File: src/rtl/lsu_pkg.sv
// Shared definitions for the load/store unit controller: funct3 encodings,
// FSM state type, access-size masks and small decode helpers.
package lsu_pkg;

  localparam logic [2:0] F3_B  = 3'b000;
  localparam logic [2:0] F3_H  = 3'b001;
  localparam logic [2:0] F3_W  = 3'b010;
  localparam logic [2:0] F3_BU = 3'b100;
  localparam logic [2:0] F3_HU = 3'b101;

  localparam logic [3:0] MASK_BYTE = 4'b0001;
  localparam logic [3:0] MASK_HALF = 4'b0011;
  localparam logic [3:0] MASK_WORD = 4'b1111;

  typedef enum logic [1:0] {
    IDLE  = 2'd0,
    BEAT0 = 2'd1,
    BEAT1 = 2'd2,
    DONE  = 2'd3
  } lsu_state_e;

  // Unsigned variants only exist for loads; there is no zero-extending store.
  function automatic logic f3_legal(input logic [2:0] f3, input logic wren);
    logic v;
    case (f3)
      F3_B, F3_H, F3_W: v = 1'b1;
      F3_BU, F3_HU:     v = ~wren;
      default:          v = 1'b0;
    endcase
    return v;
  endfunction

  function automatic logic [3:0] size_mask(input logic [2:0] f3);
    logic [3:0] m;
    case (f3)
      F3_B, F3_BU: m = MASK_BYTE;
      F3_H, F3_HU: m = MASK_HALF;
      F3_W:        m = MASK_WORD;
      default:     m = 4'b0000;
    endcase
    return m;
  endfunction

endpackage

File: src/rtl/lsu_align.sv
// Combinational lane logic: byte-enable generation across a 64-bit window,
// store-data lane positioning and load-result alignment/extension.
module lsu_align
  import lsu_pkg::*;
(
  input  logic [2:0]  i_funct3,
  input  logic        i_wren,
  input  logic [1:0]  i_off,
  input  logic [31:0] i_st_data,
  input  logic [31:0] i_rd0,
  input  logic [31:0] i_rd1,
  output logic        o_legal,
  output logic        o_two_beat,
  output logic [7:0]  o_lanes,
  output logic [63:0] o_wd64,
  output logic [31:0] o_ld_data
);

  logic [3:0]  w_mask;
  logic [31:0] w_rd_shift;

  // NOTE: every always_comb output gets a default first so no path can infer a latch.
  always_comb begin
    w_mask     = size_mask(i_funct3);
    o_legal    = f3_legal(i_funct3, i_wren);
    o_lanes    = {4'b0000, w_mask} << i_off;
    o_two_beat = |o_lanes[7:4];
    o_wd64     = {32'h0, i_st_data} << {i_off, 3'b000};
    // The access window spans both beats; the shift brings byte 0 of the access to bit 0.
    w_rd_shift = 32'({i_rd1, i_rd0} >> {i_off, 3'b000});
    o_ld_data  = w_rd_shift;
    case (i_funct3)
      F3_B:    o_ld_data = {{24{w_rd_shift[7]}}, w_rd_shift[7:0]};
      F3_H:    o_ld_data = {{16{w_rd_shift[15]}}, w_rd_shift[15:0]};
      F3_BU:   o_ld_data = {24'h0, w_rd_shift[7:0]};
      F3_HU:   o_ld_data = {16'h0, w_rd_shift[15:0]};
      default: o_ld_data = w_rd_shift;
    endcase
  end

endmodule

File: src/rtl/lsu_ctrl.sv
// Load/store controller: accepts one core request, issues one or two aligned
// memory beats (misaligned accesses split across words) and reports completion.
module lsu_ctrl
  import lsu_pkg::*;
(
  input  logic        i_clk,
  input  logic        i_reset,
  input  logic        i_lsu_req,
  input  logic        i_lsu_wren,
  input  logic [2:0]  i_funct3,
  input  logic [31:0] i_lsu_addr,
  input  logic [31:0] i_st_data,
  output logic        o_lsu_ready,
  output logic        o_done,
  output logic        o_err,
  output logic [31:0] o_ld_data,
  output logic        o_mem_req,
  output logic        o_mem_we,
  output logic [31:0] o_mem_addr,
  output logic [3:0]  o_mem_be,
  output logic [31:0] o_mem_wdata,
  input  logic        i_mem_ack,
  input  logic [31:0] i_mem_rdata
);

  lsu_state_e  r_state;
  logic        r_wren;
  logic [2:0]  r_funct3;
  logic [1:0]  r_off;
  logic        r_two_beat;
  logic [3:0]  r_be_hi;
  logic [31:0] r_wd_hi;
  logic [31:0] r_rd0;

  logic        w_idle;
  logic [2:0]  w_funct3;
  logic        w_wren;
  logic [1:0]  w_off;
  logic [31:0] w_rd0;
  logic        w_legal;
  logic        w_two_beat;
  logic [7:0]  w_lanes;
  logic [63:0] w_wd64;
  logic [31:0] w_ld_data;

  // In IDLE the aligner decodes the incoming request; afterwards the latched one.
  assign w_idle   = (r_state == IDLE);
  assign w_funct3 = w_idle ? i_funct3 : r_funct3;
  assign w_wren   = w_idle ? i_lsu_wren : r_wren;
  assign w_off    = w_idle ? i_lsu_addr[1:0] : r_off;
  assign w_rd0    = (r_state == BEAT0) ? i_mem_rdata : r_rd0;

  lsu_align u_align (
    .i_funct3   (w_funct3),
    .i_wren     (w_wren),
    .i_off      (w_off),
    .i_st_data  (i_st_data),
    .i_rd0      (w_rd0),
    .i_rd1      (i_mem_rdata),
    .o_legal    (w_legal),
    .o_two_beat (w_two_beat),
    .o_lanes    (w_lanes),
    .o_wd64     (w_wd64),
    .o_ld_data  (w_ld_data)
  );

  // NOTE: sequential state uses non-blocking assignments only, so every register
  // samples pre-edge values regardless of statement order.
  always_ff @(posedge i_clk or negedge i_reset) begin
    if (!i_reset) begin
      r_state     <= IDLE;
      r_wren      <= 1'b0;
      r_funct3    <= 3'b000;
      r_off       <= 2'b00;
      r_two_beat  <= 1'b0;
      r_be_hi     <= 4'h0;
      r_wd_hi     <= 32'h0;
      r_rd0       <= 32'h0;
      o_lsu_ready <= 1'b1;
      o_done      <= 1'b0;
      o_err       <= 1'b0;
      o_ld_data   <= 32'h0;
      o_mem_req   <= 1'b0;
      o_mem_we    <= 1'b0;
      o_mem_addr  <= 32'h0;
      o_mem_be    <= 4'h0;
      o_mem_wdata <= 32'h0;
    end else begin
      o_done <= 1'b0;
      o_err  <= 1'b0;
      case (r_state)
        IDLE: begin
          if (i_lsu_req && o_lsu_ready) begin
            r_wren      <= i_lsu_wren;
            r_funct3    <= i_funct3;
            r_off       <= i_lsu_addr[1:0];
            o_lsu_ready <= 1'b0;
            if (!w_legal) begin
              r_state <= DONE;
              o_done  <= 1'b1;
              o_err   <= 1'b1;
            end else begin
              r_state     <= BEAT0;
              r_two_beat  <= w_two_beat;
              r_be_hi     <= w_lanes[7:4];
              r_wd_hi     <= w_wd64[63:32];
              o_mem_req   <= 1'b1;
              o_mem_we    <= i_lsu_wren;
              o_mem_addr  <= {i_lsu_addr[31:2], 2'b00};
              o_mem_be    <= w_lanes[3:0];
              o_mem_wdata <= w_wd64[31:0];
            end
          end
        end
        BEAT0: begin
          if (i_mem_ack) begin
            r_rd0 <= i_mem_rdata;
            if (r_two_beat) begin
              r_state     <= BEAT1;
              o_mem_addr  <= o_mem_addr + 32'd4;
              o_mem_be    <= r_be_hi;
              o_mem_wdata <= r_wd_hi;
            end else begin
              r_state   <= DONE;
              o_mem_req <= 1'b0;
              o_mem_we  <= 1'b0;
              o_done    <= 1'b1;
              if (!r_wren) o_ld_data <= w_ld_data;
            end
          end
        end
        BEAT1: begin
          if (i_mem_ack) begin
            r_state   <= DONE;
            o_mem_req <= 1'b0;
            o_mem_we  <= 1'b0;
            o_done    <= 1'b1;
            if (!r_wren) o_ld_data <= w_ld_data;
          end
        end
        DONE: begin
          r_state     <= IDLE;
          o_lsu_ready <= 1'b1;
        end
        default: r_state <= IDLE;
      endcase
    end
  end

endmodule

File: config.mk
export PLATFORM = sky130hd
export DESIGN_NAME = lsu_ctrl
export DESIGN_NICKNAME = d
export VERILOG_FILES = /design/src/rtl/lsu_pkg.sv /design/src/rtl/lsu_align.sv /design/src/rtl/lsu_ctrl.sv
export SDC_FILE = /design/constraint.sdc
export NUM_CORES = 1
export LEC_CHECK = 0
export ABC_AREA = 0
export CAP_MARGIN = 15
export CORE_ASPECT_RATIO = 0.8
export CORE_MARGIN = 5
export CORE_UTILIZATION = 30
export CTS_BUF_LIST = sky130_fd_sc_hd__clkbuf_4 sky130_fd_sc_hd__clkbuf_8 sky130_fd_sc_hd__clkbuf_16
export CTS_CLUSTER_SIZE = 10
export DETAILED_ROUTE_END_ITERATION = 7
export REMOVE_ABC_BUFFERS = 1
export SLEW_MARGIN = 15
export SYNTH_ARGS = -nofsm -noshare
export SYNTH_HDL_FRONTEND = slang
export SYNTH_HIERARCHICAL = 1
export SYNTH_SLANG_ARGS = --single-unit
File: constraint.sdc
create_clock -name i_clk -period 3.2 [get_ports i_clk]
set_input_delay 0.32 -clock i_clk [delete_from_list [all_inputs] [get_ports i_clk]]
set_output_delay 0.32 -clock i_clk [all_outputs]
set_load 0.02 [all_outputs]
**After elaboration in Yosys (flattened, before gate mapping)**

Index checks and enable logic that the tools add are counted.

- Bitwise gates (word level): 1
- Multiplexer cells: 51
- Reductions and logical operators: 20
- Equal/unequal tests: 13
- Add/sub/neg operators: 1
- Shift-type cells: 3

Operators with widths:

| cell | count |
|---|---|
| 32-bit two-way mux | 13 |
| 32-bit case mux with 2 select lines | 3 |
| 32-bit case mux with 4 select lines | 1 |
| 32-bit by 5-bit left shift with 64-bit output | 1 |
| 64-bit by 5-bit right shift with 32-bit output | 1 |
| 32-bit by 3-bit adder with 32-bit output, second input constant | 1 |
| 1-bit two-way mux | 16 |
| 4-bit two-way mux | 4 |
| 4-bit case mux with 3 select lines | 1 |
| 2-bit two-way mux | 5 |
| 1-bit case mux with 3 select lines | 3 |
| 2-bit != test, second input constant | 4 |
| 2-bit case mux with 4 select lines | 1 |
| 4-bit case mux with 2 select lines | 1 |
| 4-bit by 2-bit left shift with 8-bit output | 1 |
| 3-bit == test, second input constant | 2 |
| 2-bit AND reduction | 3 |
| 3-bit AND reduction | 2 |
| 6-bit AND reduction | 1 |
| 2-bit nonzero test | 3 |
| 2-bit OR reduction | 3 |
| 5-bit AND reduction | 1 |
| 2-bit == test, second input constant | 2 |
| 2-bit by 1-bit != test with 1-bit output, second input constant | 2 |
| 13 further kinds | 14 |

- Bits in registers: 182
- Input port bits: 104
- Output and inout bits: 105

**Logic depth before layout (Yosys ltp)**

- Word-level depth: 9
- Gate-level depth with buffers: 16

**By module**

The synthesis kept the hierarchy.

By module, submodules not included:

| module | area each (um2) | cells an instance | instances | seq. area each (um2) |
|---|---|---|---|---|
| lsu_ctrl | 8396.8 | 706 | 1 | 4505.6 |
| lsu_align | 2037.0 | 254 | 1 | 0.0 |

**Worst setup path after synthesis**

Ideal clock, no wire load.

- Path type: reg-to-reg
- Start: register r_state[0]
- End: register o_mem_addr[31]
- Stages on the path, launching flop included: 14
- Arrival time: 3.293 ns
- Required time: 3.113 ns
- Buffers on the path: 5
- Path slack: -0.180 ns
- Period minus slack after synthesis: 3.380 ns
- Cell sequence: dfrtp_1 > inv_1 > ha_1 > clkbuf_1 > clkbuf_1 > mux2_2 > clkbuf_1 > clkbuf_1 > o21ai_0 > nand3_1 > a22o_1 > buf_2 > or3_1 > o211ai_1

- Cells in the longest elaborated chain, start to end: 7

Ends and longest elaborated chain:

| what | RTL line | RTL |
|---|---|---|
| start, declared | lsu_ctrl.sv:26 | `lsu_state_e r_state;` |
| start signal, assigned | lsu_ctrl.sv:71 | `r_state <= IDLE;` |
| start signal, assigned | lsu_ctrl.sv:99 | `r_state <= DONE;` |
| start signal, assigned | lsu_ctrl.sv:103 | `r_state <= BEAT0;` |
| 2-bit zero test (*) | lsu_ctrl.sv:47 | `assign w_idle = (r_state == IDLE);` |
| 3-bit two-way mux (*) | lsu_ctrl.sv:48 | `assign w_funct3 = w_idle ? i_funct3 : r_funct3;` |
| net w_funct3[1] | lsu_ctrl.sv:36 | `logic [2:0] w_funct3;` |
| 3-bit by 2-bit == test with 1-bit output (tied with other cells) | lsu_pkg.sv:25 | `case (f3)` |
| 3-bit OR reduction or 2-bit OR reduction (tied branches) | lsu_pkg.sv:25 |  |
| 1-bit case mux with 2 select lines (*) | lsu_pkg.sv:25 |  |
| net w_legal | lsu_ctrl.sv:40 | `logic w_legal;` |
| 2-bit by 1-bit != test with 1-bit output (no source line) (*) | -- |  |
| 5-bit AND reduction (no source line) (*) | -- |  |
| end signal, assigned | lsu_ctrl.sv:109 | `o_mem_addr <= {i_lsu_addr[31:2], 2'b00};` |
| end signal, assigned | lsu_ctrl.sv:120 | `o_mem_addr <= o_mem_addr + 32'd4;` |
| end, declared | lsu_ctrl.sv:19 | `output logic [31:0] o_mem_addr,` |

The timed path passes the listed nets; every way through them passes the cells marked *.
A chain may end at the register's enable or synchronous reset.

**Worst setup path after layout**

- Start: register r_state[1]
- End: register o_mem_addr[24]

Same word-level chain as after synthesis.

==> impl_metrics.csv <==
group,metric,value,unit
setup_path,worstRegToRegCells,10,
placement,place_congestion,0.7702,
synthesis,synth_area_leaders,"dfrtp_1 (43%), mux2_2 (17%), mux4_2 (6.5%), mux2i_1 (6.1%), o21ai_0 (4.2%)",
layout,nets,1263,
floorplan,fp.dieArea,38630,um^2
power,internal-power,9.172,mW
clock_tree,post_cts_buffers,0,
detailed_routing,ant_nets,0,
setup_path,crit_type,"reg2reg",
synthesis,syn_area,10430,um^2
setup_path,crit_required,3.49,ns
setup_path,worst-endpoint-arrival,3.25,ns
global_routing,antenna_found_initial,0,
synthesis,synth_top_area_share,42.93,%
synthesis,postSynthCellCount,960,
detailed_routing,finalWirelength,30110,um
power,combinationalPowerShare,59.9,%
synthesis,synth_edf_count,0,
clock_tree,cts_buffers,17,
run_status,status,"finished clean",
synthesis,synth.ff_latch_count,180,
hold_path,hold_path_class,"reg2reg",
sta,finalCritPeriodShare,92.54,%
floorplan,dieHeight,176.8,um
floorplan,rows,61,
layout,syn_to_final_growth,31.59,%
detailed_routing,drtIter0Drc,499,
clock_tree,clk_path_buf_depth,2,
power,vdd_ir_drop_max,0.0004511,V
global_routing,grt_pass1_wl,47000,um
floorplan,core,34570,um^2
layout,final.fill_count,3368,
layout,stdcell_count,1638,
sta,tns,0,ns
layout,diodes,0,
synthesis,yosysTopAreaCell,"dfrtp_1",
synthesis,yosysSeqAreaShare,43.18,%
synthesis,syn_avg_cell_area,10.87,um^2
detailed_routing,vias,8165,
global_routing,grt_use_total,15.31,%
synthesis,synthArstFlopShare,100.0,%
detailed_routing,firstDrtPassIters,5,
hold_path,min_from,"o_mem_wdata[8]$_DFFE_PN0P_",
clock_tree,clock-sinks,180,
floorplan,die_w,218.5,um
placement,dp.cells,1604,
sta,period_minus_slack,2.961,ns
clock_tree,clk_latency,0.43,ns
floorplan,ioPinCount,209,
placement,post-dp-hpwl,20800,um
sta,clock.fmax,337.7,MHz
sta,tightest_slew,0.7603,ns
floorplan,initial_utilization,30.18,%
clock_tree,cts_tree,"yes",
hold_path,hold-path-endpoint,"o_mem_wdata[8]$_DFFE_PN0P_",
setup_path,rrSetupSlack,0.24,ns
global_routing,grt_max_degree,81,
clock_tree,htreeDepth,4,
placement,portBuffers,206,
detailed_routing,wire_per_inst,18.38,um
setup_path,r2r_start,"r_state[1]$_DFFE_PN0P_",
power,clockPowerShare,14.1,%
synthesis,synth_top_flop_cell,"dfrtp_1",
global_routing,overflow,0,
sta,finalSetupViolations,0,
setup_path,cp-start-kind,"flop",
power,p_leak,5.672,nW
sta,finalMaxSlewViolations,0,
clock_tree,path_clk_slew,0.07,ns
global_routing,grt_pass1_vias,8074,
setup_path,crit_path_max_fanout,22,
sta,hold_viol,0,
setup_path,worst_setup_path_end_kind,"flop",
power,seq_power_share,26.0,%
power,power,15.69,mW
run,cap_violations,0,
sta,holdWs,0.4795,ns
clock_tree,cts_root_buf,"clkbuf_16",
synthesis,yosys_warnings,6,
power,sw_frac_of_total,41.54,%
sta,relSlewSlack,49.31,%
power,p_switching,6.517,mW
detailed_routing,drc_errors,0,
setup_path,crit-reg2reg-capture,"o_mem_addr[24]$_DFFE_PN0P_",
layout,drive_gt1_share,23.84,%
sta,rsz0062_at_grt,"false",
power,p_per_area,1143,nW/um^2
sta,skew,0.01237,ns
detailed_routing,vias_per_cell,4.985,
hold_path,hold_depth,2,
synthesis,yosysUniqueCellTypes,55,
-- state kept, by name, indices dropped and copies added, names as in the netlist, 3 cells and up --
signal       count
o_ld_data       32
o_mem_wdata     32
r_rd0           32
r_wd_hi         32
o_mem_addr      30
o_mem_be         4
r_be_hi          4
r_funct3         3
-- layout make-up --
type / count / area (um^2) / area share (%)
Clock buffer: 18 / 432.9 / 3.153
Timing Repair Buffer: 243 / 2421 / 17.63
Inverter: 11 / 41.29 / 0.3007
Clock inverter: 14 / 165.2 / 1.203
Tap cell: 472 / 590.6 / 4.301
Multi-Input combinational cell: 700 / 5573 / 40.59
Sequential cell: 180 / 4506 / 32.82
-- power groups by stage --
stage	sequential (mW)	clock (mW)	combinational (mW)
floorplan	4.62	0	5.53
global placement	4.09	0	9.30
detailed placement	4.12	0	9.42
CTS	4.08	2.30	9.45
global route	4.23	2.37	10.2
finish	4.09	2.20	9.40
-- cells by family after synthesis --
family	Yosys count	share of synthesized area, %
other	2	0.07198
AOI/OAI and AO/OA	193	10.95
buffers and inverters	90	4.221
DFF	180	43.18
adders and majority gates	6	0.7195
muxes	252	29.70
and+or+nand+nor	237	11.15
-- per-layer routing --
metal | share of wire [%] | vias to the layer above | track usage, %
li1 | - | 3893 | -
met1 | 48 | 4061 | 22.10
met2 | 47 | 199 | 24.07
met3 | 4.6 | 12 | 2.856
met4 | 1.0 | 0 | 3.453
met5 | 0 | - | 0
-- repair_timing --
item / 4_1_cts / 5_1_grt
endpoints found under the setup margin: 0 / 48
endpoints found under the hold margin: 50 / 0
hold buffers: 1 / 0
resized for setup: 0 / 3
-- critical path: stages (launching register included) --
cell	delay, ns
dfrtp_1	0.40
inv_1	0.17
ha_2	0.34
mux2_2	0.40
a21o_1	0.16
o21ai_1	0.20
nand3_2	0.23
a22o_4	0.42
or3_1	0.34
o21ai_0	0.09
a311oi_1	0.06
-- worst max path at each step --
stage | startpoint | to | slack (ns) | cells after the start
after global routing | r_state[1]$_DFFE_PN0P_ | o_mem_addr[24]$_DFFE_PN0P_ | 0.01 | 10
final | r_state[1]$_DFFE_PN0P_ | o_mem_addr[24]$_DFFE_PN0P_ | 0.24 | 10
after detailed placement | r_state[1]$_DFFE_PN0P_ | o_mem_addr[24]$_DFFE_PN0P_ | 0.02 | 9
after floorplan | r_state[1]$_DFFE_PN0P_ | o_mem_addr[22]$_DFFE_PN0P_ | -2.92 | 7
after CTS | r_state[1]$_DFFE_PN0P_ | o_mem_addr[24]$_DFFE_PN0P_ | 0.0007 | 9
after global placement | r_state[1]$_DFFE_PN0P_ | o_mem_addr[24]$_DFFE_PN0P_ | 0.12 | 9
-- cells in the final DEF (no fill, tap or decap), types with 4 or more instances in the layout --
cell               n
nand4_1            7
conb_1            11
a22o_1             8
mux4_2            30
nor2_1            50
inv_1             10
or3_1              6
o22ai_1           11
nand3_1           13
o21a_1             5
nor3_1             7
inv_6              6
nand2_1           97
o21ai_0           87
a21oi_1           46
mux2i_1           64
nor2b_1            4
dfrtp_1          179
and2_1            10
a311oi_1           6
and3_1            18
and4_1             5
mux2_2           155
buf_12             6
clkbuf_16         17
ha_1               4
clkdlybuf4s50_1  205
o22a_1             4
a31oi_1            5
o32ai_1            4
buf_4             30
-- stage by stage --
| stage | setup slack, ns | util, % | cell area, um^2 |
|---|---|---|---|
| 2_1_floorplan | -2.925 | - | 10070 |
| 3_3_place_gp | 0.1215 | 37.90 | 13100 |
| 3_5_place_dp | 0.02103 | 37.90 | 13100 |
| 4_1_cts | 0.0006695 | 39.66 | 13710 |
| 5_1_grt | 0.01078 | 39.71 | 13730 |
| 6_report | 0.2386 | 39.71 | 13730 |
-- cells in the mapped netlist, drive strengths merged, types with 3 or more instances --
cell,n
inv,10
and3,22
a311oi,6
mux2,158
a22o,9
dfrtp,179
and2,10
mux4,30
and4,5
o32ai,4
o21ai,89
nor2b,4
clkbuf,30
nor3,7
nor4,4
nand2b,3
a21oi,47
buf,49
nor2,50
nand3,16
o21a,5
nand2,97
nand4,8
mux2i,64
o22ai,11
or3,6
o22a,4
a31oi,5
a2bb2oi,3
ha,6
Note: power is estimated with default switching activity, not from simulation.
